## src/rtl/fetch_pkg.sv

```systemverilog
// Shared types for the instruction-fetch sequencer and its fetch FIFO.
package fetch_pkg;

    localparam int unsigned INSN_BYTES = 4;

    typedef enum logic [1:0] {
        IDLE,
        RUN,
        FAULT
    } fetch_state_e;

    typedef struct packed {
        logic [31:0] pc;
        logic [31:0] inst;
    } fetch_entry_t;

endpackage

```

## src/rtl/fetch_fifo.sv

```systemverilog
// Small synchronous FIFO with a flush; the head is read straight from storage at the read pointer.
module fetch_fifo #(
    parameter int unsigned DEPTH = 2,
    parameter type entry_t = logic [63:0]
) (
    input  logic   clk,
    input  logic   rst,
    input  logic   flush,
    input  logic   push,
    input  logic   pop,
    input  entry_t wdata,
    output entry_t head,
    output logic   full,
    output logic   empty
);

    localparam int unsigned AW = (DEPTH > 1) ? $clog2(DEPTH) : 1;

    // Pointers carry one extra wrap bit so full and empty are distinguishable.
    logic [AW:0] wr_ptr_q;
    logic [AW:0] rd_ptr_q;
    entry_t      mem_q [DEPTH];

    always_ff @(posedge clk or posedge rst) begin
        if (rst) begin
            wr_ptr_q <= '0;
            rd_ptr_q <= '0;
            for (int i = 0; i < int'(DEPTH); i++) begin
                mem_q[i] <= '0;
            end
        end else if (flush) begin
            wr_ptr_q <= '0;
            rd_ptr_q <= '0;
        end else begin
            if (push) begin
                mem_q[wr_ptr_q[AW-1:0]] <= wdata;
                wr_ptr_q                <= wr_ptr_q + (AW+1)'(1);
            end
            if (pop) begin
                rd_ptr_q <= rd_ptr_q + (AW+1)'(1);
            end
        end
    end

    assign head  = mem_q[rd_ptr_q[AW-1:0]];
    assign empty = (wr_ptr_q == rd_ptr_q);
    assign full  = (wr_ptr_q[AW] != rd_ptr_q[AW]) && (wr_ptr_q[AW-1:0] == rd_ptr_q[AW-1:0]);

endmodule

```

## src/rtl/imem_fetch_ctrl.sv

```systemverilog
// Instruction-fetch sequencer: owns the PC, reads the combinational instruction memory,
// buffers {pc, inst} in a FIFO for decode, and handles redirects and out-of-window faults.
module imem_fetch_ctrl
    import fetch_pkg::*;
#(
    parameter int unsigned IMEM_W   = 13,
    parameter logic [31:0] RESET_PC = 32'h0000_0000,
    parameter int unsigned FQ_DEPTH = 2
) (
    input  logic              clk_i,
    input  logic              rst_i,
    input  logic              fetch_en_i,
    output logic [IMEM_W-1:0] imem_addr_o,
    input  logic [31:0]       imem_rdata_i,
    input  logic              redirect_valid_i,
    input  logic [31:0]       redirect_pc_i,
    output logic              inst_valid_o,
    input  logic              inst_ready_i,
    output logic [31:0]       inst_o,
    output logic [31:0]       inst_pc_o,
    output logic              fault_o
);

    fetch_state_e state_q;
    fetch_state_e state_d;
    logic [31:0]  pc_q;
    logic         in_range;
    logic         attempt;
    logic         fire;
    logic         pop;
    logic         full;
    logic         empty;
    fetch_entry_t push_entry;
    fetch_entry_t head;
    logic         unused_redirect_low;

    assign in_range = (pc_q[31:IMEM_W] == '0);
    assign attempt  = (state_q == RUN) && fetch_en_i && !redirect_valid_i;
    assign pop      = inst_valid_o && inst_ready_i;
    assign fire     = attempt && in_range && (!full || pop);

    assign push_entry = '{pc: pc_q, inst: imem_rdata_i};

    // Redirect targets are word aligned; the low address bits are dropped.
    assign unused_redirect_low = ^redirect_pc_i[1:0];

    always_comb begin
        state_d = state_q;
        case (state_q)
            IDLE:    if (fetch_en_i) state_d = RUN;
            RUN: begin
                if (!fetch_en_i)    state_d = IDLE;
                else if (!in_range) state_d = FAULT;
            end
            FAULT:   state_d = FAULT;
            default: state_d = IDLE;
        endcase
        if (redirect_valid_i) begin
            state_d = fetch_en_i ? RUN : IDLE;
        end
    end

    always_ff @(posedge clk_i or posedge rst_i) begin
        if (rst_i) begin
            state_q <= IDLE;
            pc_q    <= RESET_PC;
        end else begin
            state_q <= state_d;
            if (redirect_valid_i) begin
                pc_q <= {redirect_pc_i[31:2], 2'b00};
            end else if (fire) begin
                pc_q <= pc_q + 32'(INSN_BYTES);
            end
        end
    end

    fetch_fifo #(
        .DEPTH   (FQ_DEPTH),
        .entry_t (fetch_entry_t)
    ) u_fifo (
        .clk   (clk_i),
        .rst   (rst_i),
        .flush (redirect_valid_i),
        .push  (fire),
        .pop   (pop),
        .wdata (push_entry),
        .head  (head),
        .full  (full),
        .empty (empty)
    );

    assign imem_addr_o  = pc_q[IMEM_W-1:0];
    assign inst_valid_o = !empty;
    assign inst_o       = head.inst;
    assign inst_pc_o    = head.pc;
    assign fault_o      = (state_q == FAULT);

endmodule

```

## config.mk

```make
export PLATFORM = sky130hd
export DESIGN_NAME = imem_fetch_ctrl
export DESIGN_NICKNAME = d
export VERILOG_FILES = /design/src/rtl/fetch_pkg.sv /design/src/rtl/fetch_fifo.sv /design/src/rtl/imem_fetch_ctrl.sv
export SDC_FILE = /design/constraint.sdc
export NUM_CORES = 1
export LEC_CHECK = 0
export ABC_AREA = 0
export CAP_MARGIN = 20
export CORE_MARGIN = 5
export CORE_UTILIZATION = 53
export CTS_CLUSTER_DIAMETER = 30
export DETAILED_ROUTE_END_ITERATION = 10
export PLACE_DENSITY = 0.93
export SYNTH_ARGS = -nofsm -noshare
export SYNTH_HDL_FRONTEND = slang
export SYNTH_HIERARCHICAL = 1
export SYNTH_SLANG_ARGS = --single-unit
```

## constraint.sdc

```tcl
create_clock -name clk_i -period 5.2 [get_ports clk_i]
set_input_delay 1.04 -clock clk_i [delete_from_list [all_inputs] [get_ports clk_i]]
set_output_delay 1.04 -clock clk_i [all_outputs]
set_load 0.005 [all_outputs]
```

==> summary.md <==
| Metric | Value |
|---|---|
| Clock root buffer | clkbuf_16 |
| Synthesis-stage register bit count | 164 |
| Peak VDD IR | 0.000236 V |
| Iter 0 DRT Violations | 253 |
| I/O Buffers | 143 |
| Antenna fix cells | 0 |
| Io pins | 148 |
| Clock Tree Buf Depth | 2 |
| Unrepaired setup endpoints after global routing | false |
| GRT Overall Usage | 0.197 |
| Yosys warnings | 6 |
| CP Capture Type | primary output |
| Crit path DAT | 2.77 ns |
| Post-synth EDFFs | 0 |
| Hold buffers post-CTS | 0 |
| Worst Clk Skew | 0.00827 ns |
| Core ar. | 14600 um^2 |
| Number of clock buffers inserted by TritonCTS | 17 |
| P&R area growth vs syn | 24.0% |
| CTS clk-pin slew, worst paths | 0.06 ns |
| GRT overflow | 0 |
| Share of cells above drive strength 1 | 0.407 |
| DP Wirelength | 11100 um |
| Antenna viol nets, final | 0 |
| Total number of vias | 4685 |
| Buf/Inv on CP | 2 |
| Share of the clock period used by the worst path | 0.733 |
| TritonCTS clock tree | built |
| Outcome | finished clean |
| Residual DRC | 0 |
| Synthesized area per cell | 15.7 um^2 |
| Worst skew pair latency | 0.42 ns |
| Area leader, netlist | dfrtp_1 |
| Vias per cell | 5.59 |
| Pint | 2.04 mW |
| Cell Area, Synth | 7980 um^2 |
| RD Place Congestion | 0.818 |
| Synth top area cells | dfrtp_1 51%, mux2_4 23%, mux2_2 13%, buf_12 1.8%, buf_4 1.6% |
| Comb power frac | 0.057 |
| Critical path class | reg -> out |
| # Post-CTS Setup Buffers | 0 |
| First-pass GRT wire length | 27900 um |
| # resized after CTS | 0 |
| Slew Limit Fails | 0 |
| Worst slew pin tran | 0.821 ns |
| Synth cell types | 40 |
| CP max-delay cell | dfrtp_2 |
| Ys flop type | dfrtp_1 |
| Final wirelength | 17000 um |
| Vias in the first global route | 5296 |
| Leakage | 4.73 nW |
| Worst path cell trace | buf_4 -> mux2_2 -> clkdlybuf4s50_1 |
| Startpoint Class | flop |
| Post-DR wirelength/cell | 20.3 um |
| Die area | 17600 um^2 |
| Die height | 133 um |
| Sequential share of power | 0.501 |
| Die span in x | 133 um |
| Clk network pwr share | 0.442 |
| Initial antenna violation count | 0 |
| Cells after synthesis | 509 |
| Yosys top cell area share | 0.514 |
| Commonest cells after routing, fill and taps aside | 163 x dfrtp_1, 142 x clkdlybuf4s50_1, 120 x mux2_4 |
| Most common cell after layout, fill and taps aside | dfrtp_1 |
| Sequential cell area fraction in the yosys report | 0.514 |
| Nets@finish | 711 |
| Pin count of the biggest net entering global routing | 81 |
| Initial DRT Pass Iterations | 4 |
| Num rows | 44 |
| Finish-stage setup viols | 0 |
| Sum of negative setup slack | 0 ns |
| Final hold vios | 0 |
| Rel. slew slack | 0.453 |
| Asr flop ratio synth | 1.00 |
| Critical Path Max Stage Delay | 0.90 ns |
| Min-delay worst type | reg -> reg |
| Switching portion of total power | 0.233 |
| Top Family by Delay on Critical Path | buffers and inverters |
| Power per Cell Area | 269 nW/um^2 |
| Sink Count | 164 |
| Overall power | 2.67 mW |
| Psw | 622 uW |
| H-tree levels | 4 |
| CP required | 4.16 ns |
| Fin crit period | 3.81 ns |
| Max_cap viols | 0 |
| Maximum clock rate | 262 MHz |
| CP max FO | 35 |
| Effective utilization at floorplan | 0.545 |
metal layers:
metal  GRT usage  vias up  wire length, um
met5           0        -                0
met4      0.0537        0              204
met3      0.0661       22             1060
met2       0.339      170             8620
met1       0.237     2411             7110
li1            -     2082                -
worst reg2reg max path: stages, from the launching register on:
cell,delay (ns)
dfrtp_2,0.90
xor2_1,0.25
nor2_1,0.11
nor2b_1,0.27
nor2b_1,0.08
or3_1,0.51
clkinv_4,0.23
nor3b_4,0.25
buf_12,0.42
mux2_2,0.52
area by class of cell:
cell class	count	area [um^2]
Clock buffer	20	467
Clock inverter	12	97.6
Fill cell	979	4750
Inverter	7	33.8
Multi-Input combinational cell	301	3460
Sequential cell	164	4110
Tap cell	184	230
Timing Repair Buffer	150	1500
stage by stage:
stage,utilization,cells,area (um^2),worst slack (ns),hold slack (ns)
5_1_grt,0.676,838,9900,1.28,0.518
4_1_cts,0.676,838,9900,1.37,0.509
3_3_place_gp,0.637,806,9330,1.35,0.483
6_report,0.676,838,9900,1.39,0.507
2_1_floorplan,-,514,8000,0.634,0.474
3_5_place_dp,0.637,806,9330,1.25,0.489
cell usage after synthesis, drive strengths merged, types with 4 or more instances:
cell type and count:
nand2 7, nand3 4, mux2i 6, a221o 6
inv 6, nor4 7, and3 5, dfrtp 164
o21ai 6, nor2b 4, buf 39, mux2 214
nor2 7
registers in the layout (all words and copies together), names as in the netlist:
name,cells
u_fifo/rd_ptr_q,2
u_fifo/mem_q,128
state_q,2
pc_q,30
u_fifo/wr_ptr_q,2
worst paths after layout:
kind                                            to               start  cells past startpoint  slack (ns)
worst max-delay path                  inst_pc_o[6]  u_fifo/rd_ptr_q[0]                      3        1.39
worst min-delay path               u_fifo/mem_q[2]     u_fifo/mem_q[2]                      1        0.51
worst max register to register   u_fifo/mem_q[123]  u_fifo/rd_ptr_q[0]                      9        1.54
worst min register to register     u_fifo/mem_q[2]     u_fifo/mem_q[2]                      1        0.51
max in group asynchronous       u_fifo/rd_ptr_q[0]               rst_i                      3        3.19
min in group asynchronous        u_fifo/mem_q[107]               rst_i                      2        1.10
power groups by stage:
stage | sequential, mW | combinational (mW) | clock (mW)
finish | 1.34 | 0.152 | 1.18
global route | 1.34 | 0.166 | 1.27
CTS | 1.33 | 0.155 | 1.21
detailed placement | 1.36 | 0.153 | 0
global placement | 1.35 | 0.147 | 0
floorplan | 1.35 | 0.0739 | 0
cells by family (layout without fill, tap and decap cells):
| kind of cell | count (synthesis) | in the layout | synth area share |
|---|---|---|---|
| xor+xnor | 4 | 4 | 0.00439 |
| buf+inv | 49 | 189 | 0.0552 |
| fa+ha+maj | 1 | 1 | 0.00157 |
| mux | 220 | 220 | 0.366 |
| other cells | 1 | 6 | 0.000470 |
| compound gates | 24 | 24 | 0.0231 |
| simple gates | 46 | 46 | 0.0350 |
| flops | 164 | 164 | 0.514 |
Note: power is estimated with default switching activity, not from simulation.
